$ cat src/rtl/decoder_pkg.sv
`timescale 1ns/1ps
`default_nettype none
// ============================================================================
//  Module      : decoder_pkg
//  Description : Shared widths, types and the binary-to-one-hot helper for the
//                streaming 3x8 decoder.
//                  IN_W_DEF  - default code width
//                  OUT_W_DEF - one-hot width, always 1 << IN_W_DEF
//                  CNT_W_DEF - default drop counter width
//                  code_t    - binary code type
//                  onehot_t  - decoded one-hot word type
//                  decode()  - code_t -> onehot_t
//  Revision    : 1.0 - initial release
// ============================================================================
package decoder_pkg;

    localparam int IN_W_DEF  = 3;
    localparam int OUT_W_DEF = 1 << IN_W_DEF;
    localparam int CNT_W_DEF = 8;

    typedef logic [IN_W_DEF-1:0]  code_t;
    typedef logic [OUT_W_DEF-1:0] onehot_t;

    // Every code is in range because OUT_W_DEF == 2**IN_W_DEF.
    function automatic onehot_t decode(input code_t code);
        onehot_t w_word;
        w_word       = '0;
        w_word[code] = 1'b1;
        return w_word;
    endfunction

endpackage : decoder_pkg
`default_nettype wire

$ cat src/rtl/skid_buf.sv
`timescale 1ns/1ps
`default_nettype none
// ============================================================================
//  Module      : skid_buf
//  Description : Two-entry valid/ready skid buffer. One output register plus
//                one skid entry; sustains a transfer every cycle under
//                backpressure while keeping in_ready registered.
//  Ports       : clk, rst_n          - clock, async active-low reset
//                in_valid/in_ready   - upstream handshake (in_ready registered)
//                in_data [WIDTH]     - upstream payload
//                out_valid/out_ready - downstream handshake
//                out_data [WIDTH]    - registered payload, zero when idle
//  Revision    : 1.0 - initial release
// ============================================================================
module skid_buf #(
    parameter int WIDTH = 8
) (
    input  logic             clk,
    input  logic             rst_n,
    input  logic             in_valid,
    output logic             in_ready,
    input  logic [WIDTH-1:0] in_data,
    output logic             out_valid,
    input  logic             out_ready,
    output logic [WIDTH-1:0] out_data
);

    logic             r_out_valid;
    logic [WIDTH-1:0] r_out_data;
    logic             r_skid_valid;
    logic [WIDTH-1:0] r_skid_data;
    logic             r_in_ready;

    logic w_accept;
    logic w_load;

    assign w_accept = in_valid & r_in_ready;
    // Output register can take a new word when it is empty or draining.
    assign w_load   = ~r_out_valid | out_ready;

    // in_ready mirrors "skid entry empty", so an accept never coincides with
    // a skid-to-output move; the skid branch below needs no accept case.
    always_ff @(posedge clk or negedge rst_n) begin
        if (!rst_n) begin
            r_out_valid  <= 1'b0;
            r_out_data   <= '0;
            r_skid_valid <= 1'b0;
            r_skid_data  <= '0;
            r_in_ready   <= 1'b1;
        end else if (w_load) begin
            if (r_skid_valid) begin
                r_out_valid  <= 1'b1;
                r_out_data   <= r_skid_data;
                r_skid_valid <= 1'b0;
                r_in_ready   <= 1'b1;
            end else if (w_accept) begin
                r_out_valid <= 1'b1;
                r_out_data  <= in_data;
            end else begin
                r_out_valid <= 1'b0;
                r_out_data  <= '0;
            end
        end else if (w_accept) begin
            r_skid_valid <= 1'b1;
            r_skid_data  <= in_data;
            r_in_ready   <= 1'b0;
        end
    end

    assign in_ready  = r_in_ready;
    assign out_valid = r_out_valid;
    assign out_data  = r_out_data;

endmodule : skid_buf
`default_nettype wire

$ cat src/rtl/decoder_3x8_stream.sv
`timescale 1ns/1ps
`default_nettype none
// ============================================================================
//  Module      : decoder_3x8_stream
//  Description : Streaming binary-to-one-hot decoder with valid/ready on both
//                sides, a 2-entry skid buffer, a per-code enable mask and a
//                saturating drop counter for masked codes.
//  Ports       : clk, rst_n             - clock, async active-low reset
//                in_valid/in_ready      - upstream handshake (in_ready reg.)
//                in_code [IN_W]         - code to decode
//                mask [OUT_W]           - mask[k]=1 enables code k
//                out_valid/out_ready    - downstream handshake
//                out_onehot [OUT_W]     - decoded word, zero when idle
//                out_code [IN_W]        - code that produced out_onehot
//                drop_cnt [CNT_W]       - saturating count of masked codes
//                clr_cnt                - synchronous clear of drop_cnt
//  Revision    : 1.0 - initial release
// ============================================================================
module decoder_3x8_stream
    import decoder_pkg::*;
#(
    parameter int IN_W  = IN_W_DEF,
    parameter int CNT_W = CNT_W_DEF
) (
    input  logic             clk,
    input  logic             rst_n,
    input  logic             in_valid,
    output logic             in_ready,
    input  logic [IN_W-1:0]  in_code,
    input  logic [(1<<IN_W)-1:0] mask,
    output logic             out_valid,
    input  logic             out_ready,
    output logic [(1<<IN_W)-1:0] out_onehot,
    output logic [IN_W-1:0]  out_code,
    output logic [CNT_W-1:0] drop_cnt,
    input  logic             clr_cnt
);

    localparam int OUT_W = 1 << IN_W;
    localparam int BUF_W = OUT_W + IN_W;

    localparam logic [CNT_W-1:0] c_cnt_max = '1;

    logic [OUT_W-1:0] w_onehot;
    logic             w_enabled;
    logic             w_accept;
    logic             w_drop;
    logic [BUF_W-1:0] w_buf_out;
    logic             w_buf_ready;
    logic [CNT_W-1:0] r_drop_cnt;

    generate
        if (IN_W == IN_W_DEF) begin : g_pkg_decode
            assign w_onehot = decode(in_code);
        end else begin : g_shift_decode
            assign w_onehot = OUT_W'(1) << in_code;
        end
    endgenerate

    // Masked codes are still accepted upstream, but never offered to the
    // buffer, so they cannot occupy the skid entry or affect in_ready.
    assign w_enabled = mask[in_code];
    assign w_accept  = in_valid & w_buf_ready;
    assign w_drop    = w_accept & ~w_enabled;

    skid_buf #(
        .WIDTH (BUF_W)
    ) u_skid_buf (
        .clk       (clk),
        .rst_n     (rst_n),
        .in_valid  (in_valid & w_enabled),
        .in_ready  (w_buf_ready),
        .in_data   ({w_onehot, in_code}),
        .out_valid (out_valid),
        .out_ready (out_ready),
        .out_data  (w_buf_out)
    );

    // Clear takes priority over a simultaneous drop.
    always_ff @(posedge clk or negedge rst_n) begin
        if (!rst_n) begin
            r_drop_cnt <= '0;
        end else if (clr_cnt) begin
            r_drop_cnt <= '0;
        end else if (w_drop && (r_drop_cnt != c_cnt_max)) begin
            r_drop_cnt <= r_drop_cnt + 1'b1;
        end
    end

    assign in_ready   = w_buf_ready;
    assign out_onehot = w_buf_out[BUF_W-1:IN_W];
    assign out_code   = w_buf_out[IN_W-1:0];
    assign drop_cnt   = r_drop_cnt;

endmodule : decoder_3x8_stream
`default_nettype wire
$ cat config.mk
export PLATFORM = sky130hd
export DESIGN_NAME = decoder_3x8_stream
export DESIGN_NICKNAME = d
export VERILOG_FILES = /design/src/rtl/decoder_pkg.sv /design/src/rtl/skid_buf.sv /design/src/rtl/decoder_3x8_stream.sv
export SDC_FILE = /design/constraint.sdc
export NUM_CORES = 1
export LEC_CHECK = 0
export CORE_AREA = 2 2 61 63
export CTS_BUF_LIST = sky130_fd_sc_hd__clkbuf_8
export CTS_CLUSTER_DIAMETER = 100
export CTS_CLUSTER_SIZE = 24
export DETAILED_ROUTE_END_ITERATION = 6
export DIE_AREA = 0 0 63 65
export GPL_ROUTABILITY_DRIVEN = 0
export HOLD_SLACK_MARGIN = 0.05
export PLACE_DENSITY = 0.81
export SLEW_MARGIN = 10
export SYNTH_ARGS = -nofsm -noshare
export SYNTH_HDL_FRONTEND = slang
export SYNTH_SLANG_ARGS = --single-unit
$ cat constraint.sdc
create_clock -name clk -period 2.2 [get_ports clk]
set_clock_uncertainty 0.1 [all_clocks]
set_input_delay 0.66 -clock clk [delete_from_list [all_inputs] [get_ports clk]]
set_output_delay 0.66 -clock clk [all_outputs]
set_load 0.05 [all_outputs]
* Yosys cells after proc, flatten, opt, wreduce, memory -nomap -nowiden
Index checks and enable logic that the tools add are counted.
** Storage, ports and cells
- Bits in registers :: 33
- Bits of input ports :: 16
- Output and inout bits :: 21
- Logic and storage cells :: 40
** Cells by class
- Add/sub/neg operators :: 1
- Order comparisons :: 2
- Eq/ne operators :: 2
- Muxes and demuxes :: 15
- Bitwise logic cells :: 8
- Reduce and logical (&&, ||, !) cells :: 6
** Operators with widths (number)
- $mux 11 :: 2
- $mux 8 :: 2
- $mux 1 :: 9
- $add 8x1->8 const B :: 1
- $ne 8x8->1 const B :: 1
- $and 1x1->1 :: 4
- $lt 3x4->1 const B :: 1
- $reduce_and 2->1 :: 2
- $reduce_bool 2->1 :: 2
- $bmux 1 s3 :: 1
- $demux 1 s3 :: 1
- $ge 3x1->1 const B :: 1
- $not 1->1 :: 3
- $logic_and 1x1->1 :: 2
- $ne 2x1->1 const B :: 1
- $or 1x1->1 :: 1

* Logic depth before layout (Yosys ltp)
Gate-level depths: netlist of the first run.
- Word-level depth :: 7
- Gate-level depth with buffers :: 7
- Mapped depth without buffers :: 5

* By module
From an unflattened synthesis of the first run, not the netlist that was laid out.
** Unflattened totals
- Cells, all modules :: 137
- Area, all modules :: 1667.8 µm²
** Modules (own cells, without submodules)
- skid_buf :: instances 1, cells each 73, area an instance 1053.5 µm², seq. area each 626.9 µm²
- decoder_3x8_stream :: instances 1, cells each 64, area an instance 614.3 µm², seq. area each 200.2 µm²

* Worst setup path after synthesis of the first run
Ideal clock, no wire load.
- Path type :: input port to flip-flop
- From :: in in_code[0]
- To :: reg r_drop_cnt[4], in the netlist drop_cnt[4]
- Library setup time :: 125 ps
- Data arrival time :: 1840 ps
- Required time :: 1975 ps
- Path slack :: 136 ps
- Stages :: 6
- Buffers on the path :: 2
- Path through :: buf_6 > mux2i_1 > o22ai_2 > buf_6 > nor4_1 > mux2_2
** On the way
- Longest elaborated chain between the ends :: 6
** Ends and longest elaborated chain
- start: declaration :: line decoder_3x8_stream.sv:29 : input logic [IN_W-1:0] in_code,
- $bmux 1 s3 :: line decoder_3x8_stream.sv:62 : assign w_enabled = mask[in_code];
- $mux 1 (implied by the code) :: line decoder_3x8_stream.sv:62
- $not 1->1 :: line decoder_3x8_stream.sv:64 : assign w_drop = w_accept & ~w_enabled;
- $and 1x1->1 :: line decoder_3x8_stream.sv:64
- $logic_and 1x1->1 :: line decoder_3x8_stream.sv:85 : end else if (w_drop && (r_drop_cnt != c_cnt_max)) begin
- $reduce_bool 2->1 (no source line)
- end signal: assignment :: line decoder_3x8_stream.sv:86 : r_drop_cnt <= r_drop_cnt + 1'b1;
- end: declaration :: line decoder_3x8_stream.sv:50 : logic [CNT_W-1:0] r_drop_cnt;
No other way between the ends. The select of a mux whose other input is x is not followed.
A chain may end at the register's enable or synchronous reset.

* Worst setup path in the final report of the first run
- From :: in mask[1]
- To :: reg r_drop_cnt[4], in the netlist drop_cnt[4]
** On the way
- Longest elaborated chain between the ends :: 6
** Ends and longest elaborated chain
- start: declaration :: line decoder_3x8_stream.sv:30 : input logic [(1<<IN_W)-1:0] mask,
- $bmux 1 s3 :: line decoder_3x8_stream.sv:62
- $mux 1 (implied by the code) :: line decoder_3x8_stream.sv:62
- $not 1->1 :: line decoder_3x8_stream.sv:64
- $and 1x1->1 :: line decoder_3x8_stream.sv:64
- $logic_and 1x1->1 :: line decoder_3x8_stream.sv:85
- $reduce_bool 2->1 (no source line)
No other way between the ends. The select of a mux whose other input is x is not followed.

==> results of run 1 <==
[worst max-delay path, cell delays in order]
cell and delay, ns:
clkdlybuf4s50_1 0.44, mux2i_4 0.22, o22ai_4 0.13, buf_4 0.16
nor4_2 0.29, mux2_2 0.36
[cells by family after synthesis]
| group | after synthesis | synth area share (%) |
|---|---|---|
| compound gates | 31 | 12.5 |
| fa+ha+maj | 1 | 0.732 |
| buf+inv | 13 | 4.32 |
| flops | 33 | 48.4 |
| mux | 22 | 14.1 |
| simple gates | 64 | 19.9 |
[worst min path at each step]
stage          slack [ns]  cells past startpoint                         to                 startpoint
2_1_floorplan        0.26                      0                drop_cnt[0]                      rst_n
3_3_place_gp         0.37                      1  u_skid_buf.r_skid_data[5]  u_skid_buf.r_skid_data[5]
3_5_place_dp         0.38                      1  u_skid_buf.r_skid_data[0]  u_skid_buf.r_skid_data[0]
4_1_cts              0.39                      1  u_skid_buf.r_skid_data[0]  u_skid_buf.r_skid_data[0]
5_1_grt              0.41                      1  u_skid_buf.r_skid_data[6]  u_skid_buf.r_skid_data[6]
6_report             0.39                      1  u_skid_buf.r_skid_data[0]  u_skid_buf.r_skid_data[0]
[stage by stage]
step | cell area, um2 | total power (W)
after floorplan | 1710 | 0.00106
after detailed placement | 2190 | 0.00129
after CTS | 2470 | 0.00178
after global routing | 2530 | 0.00188
final | 2530 | 0.00179
after global placement | 2190 | 0.00127
[layout make-up]
type                            instances  area, um2  area share [%]
Clock inverter                          3       13.8           0.543
Inverter                                3       11.3           0.444
Sequential cell                        33        827            32.6
Tap cell                               48       60.1            2.37
Clock buffer                            5       68.8            2.72
Multi-Input combinational cell        119       1010            39.9
Timing Repair Buffer                   60        543            21.4
[sequential cells by signal, summed over array words and instances, names as in the netlist]
name,flops
u_skid_buf.out_data,11
u_skid_buf.r_skid_data,11
drop_cnt,8
u_skid_buf.in_ready,1
u_skid_buf.out_valid,1
u_skid_buf.r_skid_valid,1
[per-layer routing]
metal	global-route usage, %	part of all wire, %
met5	0	0
met1	28.2	41
met3	7.12	6.1
met4	8.61	2.1
met2	40.0	51
[power groups by stage]
stage	clock [W]	combinational (W)	sequential (W)
global placement	0	0.000497	0.000772
detailed placement	0	0.000511	0.000779
CTS	0.000439	0.000570	0.000768
finish	0.000439	0.000585	0.000768
floorplan	0	0.000188	0.000869
global route	0.000476	0.000622	0.000780
[repair_timing]
action,in CTS,in global routing
gates cloned,2,0
hold buffers,0,0
pin swaps,5,5
buffers inserted,2,2
endpoints found under the setup margin,33,25
resized for setup,34,16
[synthesized netlist by cell type (2+ instances only)]
cell type  instances  share of area, %
mux2_2             8               5.3
nand3_1            4               1.2
nand2b_1           5               1.8
nor4_1             6               2.2
clkbuf_1           5               1.1
inv_1              3              0.66
nand2_1            7               1.5
a21oi_1           13               3.8
nor2_1            16               3.5
o21ai_0            3              0.88
buf_2              2              0.59
nor2b_1            7               2.6
dfrtp_1           32                47
and3_1            12               4.4
o41ai_1            3               1.5
mux2i_1            5               2.9
mux2_1             9               5.9
o31ai_1            5               2.2
buf_6              3               2.0
==> results.txt, run 1 <==
----------------------------------------------------
[Power]
  Total power per unit cell area ... roughly 710 nW/um2
  Clock share of power ... 24.5%
  Internal portion of total power ... 0.00117 W
  Sequential fraction of design power ... 42.9%
  Peak supply drop ... roughly 0.44 mV
  Proportion of total power due to net switching ... 34.9%
  Net switching power ... 0.000625 W
  Lkg Pwr ... 1.26 nW
  Part of the total power dissipated in combinational logic ... 32.6%

[Synthesis]
  Number of different library cells in the post-synthesis netlist ... 35
  Count of yosys warnings during synthesis ... 0
  EDFF count, synth ... 0
  Sequential cell area fraction in the yosys report ... about 48%
  Avg Synthesized Cell Area ... 10.4 um2
  Nets in the synthesized netlist ... 181
  Async S/R FF share, synth ... 100%
  Mapped Area ... 1710 um2
  Number of storage elements in the synthesis netlist ... 33
  Gate count of the mapped netlist ... around 160
  Most used flip-flop cell after synthesis ... dfrtp_1

[Clock network]
  Clk slew on worst S/H paths ... 0.07 ns
  H-tree depth ... 2
  Longest Clk Path Bufs ... 2
  Num Clock Sinks ... 33
  Library cell used as clock root buffer ... clkbuf_8
  CTS tree ... yes
  Clock Latency Late Sink ... 0.29 ns
  TritonCTS Buffers ... 5

[Floorplanning]
  Row count ... 22
  Floorplan die height ... 65 um
  Die X-Extent ... around 63 um
  Total die area ... 4100 um2
  Starting utilization of the core area ... between 40% and 50%
  Number of top-level pins ... 37
  Core outline area ... roughly 3500 um2

[STA]
  Final period utilization ... 99.8%
  RSZ-0062 raised after global routing ... yes
  Highest clock frequency the design can meet ... 455 MHz
  Min Clock Period, post-route ... roughly 2.2 ns
  Final TNS setup ... 0 ns
  Number of endpoints failing setup at the final stage ... 0
  Total count of max-transition violations in the final report ... 0
  Hold Slack ... about 0.39 ns
  Number of failing hold endpoints at the final stage ... 0
  Smallest setup slack after layout ... roughly 0.0036 ns
  Worst rel slew slack ... 50.6%
  Pin slew with the least headroom to its limit ... between 0.7 and 0.8 ns

[Min path]
  Class of the tightest hold or removal check ... register to register

[Placement]
  Total instance count after detailed placement ... 257
  Port-buffer cells ... 36
  Worst slack at placement ... -0.673 ns
  Dpl hpwl ... ~3100 um

[Critical path]
  Critical Path RT ... ~2.3 ns
  Worst-path fanout max ... 5
  FF-to-FF path depth ... 5
  Crit Reg-Reg Endpoint ... drop_cnt[6]
  Worst Setup SP ... mask[1]
  CP arrival ... 2.27 ns
  Critical Path End ... drop_cnt[4]
  Worst-case register-to-register setup slack ... 0.15 ns
  CP startpoint kind ... input port
  Critical path capture point type ... register
  Reg-to-reg startpoint ... drop_cnt[0]
  Startpoint-to-endpoint class of the critical path ... input port to register

[Routing]
  Starting DRT DRC Count ... 81
  Post-detailed-route wirelength per cell ... 16.9 um
  Total Wirelength ... around 4600 um
  Post-DR vias/cell ... 5.61
  Final ANT Viol Nets ... 0
  Via count ... between 1500 and 2000
  Remaining DRCs ... 0
  Count of TritonRoute iterations in the first routing pass ... 4

[Finish]
  Count of filler cells inserted in the layout ... 241
  Fraction of layout cells with a size suffix above 1 ... around two fifths
  Final instance count without filler cells ... 271
  Final design utilization ... between 70% and 80%
  Most frequent cells in the layout ... buf_4 (40), dfrtp_1 (32), nor2_1 (16), a21oi_1 (13), and3_1 (12)
  Antenna cell count ... 0
  Nets ... 239
  Most common library cell in the layout ignoring fill and taps ... buf_4
  Synthesis-to-layout area growth ... 48.4%

[Global route]
  Total global-route track usage ... 23.6%
  Global-route wire length before repair ... 7340 um
  Initial antenna violation count ... 0
  Remaining global-route overflow ... 0
  Vias in the first global route ... approximately 1500
  Largest net degree at the start of global routing ... 34

[Outcome]
  Status ... completed

[Run]
  Max-cap violation count ... 0

----------------------------------------------------
No activity file was read; power rests on OpenSTA's default activity.
==> inputs of run 2 (changes only) <==
- PLACE_DENSITY: 0.81 -> 0.79
==> run 2 against run 1 <==
Against the previous run: first-iteration DRC count fell by 25%; final cell count fell by 1.1%; worst setup slack improved by 0.021 ns; critical path type unchanged; largest cell class unchanged.
==> results.txt, run 2 (same netlist as run 1, synthesis figures left out) <==
----------------------------------------------------
[Power]
  Part of the total power dissipated in combinational logic ... 28.8% (-3.8 points)
  Total power per unit cell area ... 773 nW/um2 (+9.2%)
  Lkg Pwr ... 1.18 nW (-6.1%)
  Peak supply drop ... 0.463 mV (+5.7%)
  Proportion of total power due to net switching ... 31.5% (-3.4 points)
  Sequential fraction of design power ... 40.0% (-2.9 points)
  Clock share of power ... 31.1% (+6.6 points)
  Internal portion of total power ... 0.00131 W (+12%)
  Net switching power ... 0.000601 W (-3.9%)

[Finish]
  Fraction of layout cells with a size suffix above 1 ... 35.9% (-2.7 points)
  Most frequent cells in the layout ... buf_4 (38), dfrtp_1 (32), nor2_1 (16), a21oi_1 (13)
  Most common library cell in the layout ignoring fill and taps ... buf_4
  Nets ... 236 (-1.3%)
  Synthesis-to-layout area growth ... 44.7%
  Final instance count without filler cells ... 268 (-1.1%)
  Antenna cell count ... 0 (unchanged)
  Area of all placed cells without fillers ... 2470 um2 (-2.5%)

[Critical path]
  Startpoint-to-endpoint class of the critical path ... input port to register
  Critical Path RT ... 2.27 ns (about the same)
  CP arrival ... 2.24 ns (-0.03 ns)
  CP startpoint kind ... input port
  Critical path capture point type ... register
  Worst-path fanout max ... 10 (+5)

[Routing]
  Post-detailed-route wirelength per cell ... 15.2 um (-9.7%)
  Remaining DRCs ... 0 (unchanged)
  Post-DR vias/cell ... 5.50 (-2.0%)
  Final ANT Viol Nets ... 0 (unchanged)
  Via count ... 1474 (-3.1%)
  Total Wirelength ... 4080 um (-11%)
  Count of TritonRoute iterations in the first routing pass ... 5 (+1)
  Starting DRT DRC Count ... 61 (-25%)

[Global route]
  Largest net degree at the start of global routing ... 27 (-21%)
  Total global-route track usage ... 21.6% (-1.9 points)
  Remaining global-route overflow ... 0 (unchanged)
  GR met3 Demand/Resource ... 4.51% (-2.6 points)
  Initial antenna violation count ... 0 (unchanged)
  Fraction of met2 tracks used by global routing ... 35.8% (-4.3 points)
  Global-route wire length before repair ... 6830 um (-6.9%)
  Vias in the first global route ... 1413 (-5.6%)
  Most utilized layer in the global route result ... met2
  Met1 global-route usage ... 27.9% (-0.32 points)

[Clock network]
  Longest Clk Path Bufs ... 2 (unchanged)
  TritonCTS Buffers ... 5 (unchanged)
  CTS tree ... yes
  H-tree depth ... 2 (unchanged)
  Num Clock Sinks ... 33 (unchanged)
  Clk slew on worst S/H paths ... 0.06 ns (about the same)
  Number of buffers inserted by post-CTS setup repair ... 0 (-2)
  Clock Latency Late Sink ... 0.30 ns (about the same)
  Library cell used as clock root buffer ... clkbuf_8

[Floorplanning]
  Core outline area ... 3500 um2 (unchanged)
  Total die area ... 4100 um2 (unchanged)
  Row count ... 22 (unchanged)
  Floorplan die height ... 65 um (unchanged)
  Die X-Extent ... 63 um (unchanged)
  Number of top-level pins ... 37 (unchanged)
  Starting utilization of the core area ... 48.9% (unchanged)

[STA]
  Number of endpoints failing setup at the final stage ... 0 (unchanged)
  Final period utilization ... 98.9% (-0.96 points)
  Total count of max-transition violations in the final report ... 0 (unchanged)
  Number of failing hold endpoints at the final stage ... 0 (unchanged)
  Highest clock frequency the design can meet ... 460 MHz (+0.97%)
  Worst rel slew slack ... 56.3% (+5.7 points)
  Min Clock Period, post-route ... 2.18 ns (-0.0211 ns)
  RSZ-0062 raised after global routing ... yes
  Pin slew with the least headroom to its limit ... 0.656 ns (-0.0854 ns)

[Placement]
  Port-buffer cells ... 36 (unchanged)
  Placed inst area ... 2230 um2 (+1.6%)
  Dpl hpwl ... 2880 um (-5.6%)
  Total instance count after detailed placement ... 260 (+1.2%)

[Outcome]
  Status ... completed

[Min path]
  Class of the tightest hold or removal check ... register to register

[Run]
  Max-cap violation count ... 0 (unchanged)

----------------------------------------------------
-- run 2: changes by cell type in the layout (fill, tap and decap cells not counted), sizes merged, moves of 2 or more --
cell	change
buf	-3
clkbuf	+2
clkdlybuf4s50	+7
clkinv	-2
dlymetal6s2s	-7
-- run 2: through the flow --
stage	TNS, ns	setup WS, ns	utilization, %	power, W	hold slack, ns
6_report	0	0.0247	70.7	0.00191	0.385
5_1_grt	-0.0546	-0.0144	70.7	0.00200	0.407
4_1_cts	0	0.0136	68.9	0.00190	0.387
3_5_place_dp	-13.06	-0.547	63.7	0.00129	0.373
3_3_place_gp	-12.08	-0.462	63.7	0.00128	0.368
2_1_floorplan	0	0.136	-	0.00106	0.264
-- run 2: critical path: stages --
cell and delay, ns:
clkdlybuf4s50_1 0.42, mux2i_2 0.23, o22ai_4 0.13, buf_12 0.16
nor4_2 0.27, mux2_2 0.36
-- run 2: power groups by stage --
stage                     Combinational [W]  Clock, W  Sequential, W
after floorplan                    0.000188         0       0.000869
after global placement             0.000507         0       0.000771
after detailed placement           0.000517         0       0.000777
after CTS                          0.000533  0.000603       0.000766
after global routing               0.000593  0.000635       0.000776
final                              0.000550  0.000594       0.000765
-- run 2: layout make-up --
| class | count | area, um2 |
|---|---|---|
| clock buffers | 6 | 82.6 |
| clock inverters | 2 | 37.5 |
| fillers | 255 | 1020 |
| inverters | 3 | 11.3 |
| multi-input cells | 118 | 933 |
| flip-flops and latches | 33 | 827 |
| well taps | 48 | 60.1 |
| repair buffers | 58 | 519 |
-- run 2: final timing paths --
path	start	to	cells past startpoint	slack, ns
min	u_skid_buf.r_skid_data[0]	u_skid_buf.r_skid_data[0]	1	0.38
max	mask[0]	drop_cnt[7]	6	0.02
max reg2reg	drop_cnt[0]	drop_cnt[6]	5	0.23
min reg2reg	u_skid_buf.r_skid_data[0]	u_skid_buf.r_skid_data[0]	1	0.38
min in group asynchronous	rst_n	u_skid_buf.out_data[0]	1	0.56
max in group asynchronous	rst_n	drop_cnt[6]	2	0.95
-- run 2: timing repair --
item                       CTS  global route
pin swaps                    1             0
setup endpoints to repair   31             7
hold buffers                 0             0
hold endpoints to repair     0             0
gates resized for setup     15            12
-- run 2: routing by layer --
metal  part of all wire (%)  vias to the layer above
met5                      0                        -
met3                    6.1                        6
li1                       -                      702
met2                     51                       50
met4                   0.98                        0
met1                     42                      716
==> inputs of run 3 (changes only) <==
- CELL_PAD_IN_SITES_DETAIL_PLACEMENT: not set -> 0
- CELL_PAD_IN_SITES_GLOBAL_PLACEMENT: not set -> 1
- CORE_AREA: 2 2 61 63 -> 2 2 69 71
- DIE_AREA: 0 0 63 65 -> 0 0 71 73
- PLACE_DENSITY: 0.79 -> not set
- PLACE_DENSITY_LB_ADDON: not set -> 0.1
==> run 3 against run 2 <==
Against the previous run: routed wire length up 4.5%; die area grew 27%; register-to-register slack lost 0.02 ns.
==> results.txt, run 3 (same netlist as run 1, synthesis figures left out) <==
----------------------------------------------------
[Power]
  Final Total Pwr ... 0.00178 W (-6.6%)
  Lkg Pwr ... 1.17 nW (-0.73%)
  Peak supply drop ... 0.345 mV (-25%)
  Total power per unit cell area ... 732 nW/um2 (-5.2%)

[STA]
  Min Clock Period, post-route ... 2.17 ns (-0.00518 ns)
  Pin slew with the least headroom to its limit ... 0.668 ns (+0.0116 ns)
  Final period utilization ... 98.6% (-0.24 points)
  Final TNS setup ... 0 ns (unchanged)
  Hold Slack ... 0.387 ns (+0.00221 ns)
  Highest clock frequency the design can meet ... 461 MHz (+0.24%)
  Worst rel slew slack ... 55.5% (-0.77 points)
  Number of endpoints failing setup at the final stage ... 0 (unchanged)
  Total count of max-transition violations in the final report ... 0 (unchanged)
  Number of failing hold endpoints at the final stage ... 0 (unchanged)
  RSZ-0062 raised after global routing ... yes

[Finish]
  Synthesis-to-layout area growth ... 42.6%
  Nets ... 236 (unchanged)
  Most common library cell in the layout ignoring fill and taps ... buf_4
  Final instance count without filler cells ... 274 (+2.2%)
  Most frequent cells in the layout ... buf_4 (39), dfrtp_1 (32), nor2_1 (16), a21oi_1 (13)
  Count of filler cells inserted in the layout ... 429 (+68%)
  Antenna cell count ... 0 (unchanged)
  Fraction of layout cells with a size suffix above 1 ... 34.5% (-1.4 points)

[Global route]
  Remaining global-route overflow ... 0 (unchanged)
  Global-route wire length before repair ... 7130 um (+4.3%)
  Total global-route track usage ... 17.9% (-3.7 points)
  Largest net degree at the start of global routing ... 34 (+26%)
  Vias in the first global route ... 1458 (+3.2%)
  Initial antenna violation count ... 0 (unchanged)

[Critical path]
  Reg-to-reg startpoint ... drop_cnt[0]
  Critical Path End ... drop_cnt[7]
  FF-to-FF path depth ... 5 (unchanged)
  CP startpoint kind ... input port
  Startpoint-to-endpoint class of the critical path ... input port to register
  Crit Reg-Reg Endpoint ... drop_cnt[6]
  Worst-path fanout max ... 9 (-1)
  Critical Path RT ... 2.28 ns (about the same)
  Worst Setup SP ... mask[3]
  Critical path capture point type ... register
  CP arrival ... 2.25 ns (about the same)
  Worst-case register-to-register setup slack ... 0.21 ns (-0.02 ns)

[Routing]
  Via count ... 1448 (-1.8%)
  Final ANT Viol Nets ... 0 (unchanged)
  Count of TritonRoute iterations in the first routing pass ... 4 (-1)
  Post-DR vias/cell ... 5.28 (-3.9%)
  Total Wirelength ... 4260 um (+4.5%)
  Starting DRT DRC Count ... 82 (+34%)
  Post-detailed-route wirelength per cell ... 15.6 um (+2.2%)
  Remaining DRCs ... 0 (unchanged)

[Clock network]
  Longest Clk Path Bufs ... 2 (unchanged)
  Library cell used as clock root buffer ... clkbuf_8
  H-tree depth ... 2 (unchanged)
  Hold_buf cts ... 0 (unchanged)
  Num Clock Sinks ... 33 (unchanged)
  Clk slew on worst S/H paths ... 0.07 ns (about the same)
  Clock Latency Late Sink ... 0.28 ns (-0.02 ns)
  CTS tree ... yes
  TritonCTS Buffers ... 5 (unchanged)

[Floorplanning]
  Core outline area ... 4540 um2 (+30%)
  Number of top-level pins ... 37 (unchanged)
  Die X-Extent ... 71 um (+13%)
  Row count ... 25 (+14%)
  Total die area ... 5180 um2 (+27%)
  Starting utilization of the core area ... 37.7% (-11 points)
  Floorplan die height ... 73 um (+12%)

[Placement]
  Dpl hpwl ... 3070 um (+6.6%)
  Port-buffer cells ... 36 (unchanged)
  Total instance count after detailed placement ... 264 (+1.5%)

[Run]
  Max-cap violation count ... 0 (unchanged)

[Outcome]
  Status ... completed

[Min path]
  Class of the tightest hold or removal check ... register to register

----------------------------------------------------
==> run 3: worst min-delay path by stage <==
stage / from / end / slack, ns / cells past startpoint
4_1_cts: u_skid_buf.r_skid_data[3] / u_skid_buf.r_skid_data[3] / 0.40 / 1
3_5_place_dp: u_skid_buf.out_data[3] / u_skid_buf.out_data[3] / 0.38 / 2
6_report: u_skid_buf.r_skid_data[3] / u_skid_buf.r_skid_data[3] / 0.39 / 1
5_1_grt: u_skid_buf.r_skid_data[5] / u_skid_buf.r_skid_data[5] / 0.40 / 1
3_3_place_gp: u_skid_buf.r_skid_data[2] / u_skid_buf.r_skid_data[2] / 0.37 / 1
2_1_floorplan: rst_n / drop_cnt[0] / 0.26 / 0
==> run 3: timing repair <==
item                       CTS  global route
cloned                       0             0
gates resized for setup     20             5
setup endpoints to repair   33             5
pin swaps                    3             1
setup buffers                2             0
==> run 3: through the flow <==
step / util (%) / area (um2) / setup slack (ns)
global route: 53.7 / 2440 / -0.00804
floorplan: - / 1710 / 0.136
global placement: 48.4 / 2200 / -0.633
detailed placement: 48.4 / 2200 / -0.652
finish: 53.7 / 2440 / 0.0299
CTS: 53.0 / 2400 / -0.00523
==> run 3: layer usage <==
metal | vias to the layer above | global-route usage [%] | part of all wire, %
li1 | 703 | - | -
met1 | 700 | 22.1 | 43
met2 | 36 | 29.8 | 51
met3 | 9 | 4.83 | 4.8
met4 | 0 | 7.13 | 1.9
met5 | - | 0 | 0
==> run 3: cell type report <==
cell class / count / area (um2) / share of cell area (%)
multi-input cells: 118 / 927 / 38.1
flip-flops and latches: 33 / 827 / 33.9
repair buffers: 58 / 513 / 21.1
clock buffers: 6 / 82.6 / 3.39
well taps: 54 / 67.6 / 2.77
inverters: 3 / 11.3 / 0.462
clock inverters: 2 / 7.51 / 0.308
==> run 3: worst max-delay path: stages <==
cell	delay, ns
clkdlybuf4s50_1	0.42
mux2i_2	0.22
o22ai_4	0.12
buf_12	0.17
nor4_2	0.29
mux2_2	0.36
==> run 3: where the power goes <==
group	internal, W	switching, W
combinational	0.000232	0.000320
sequential	0.000707	0.0000618
clock	0.000246	0.000217
total	0.00118	0.000599
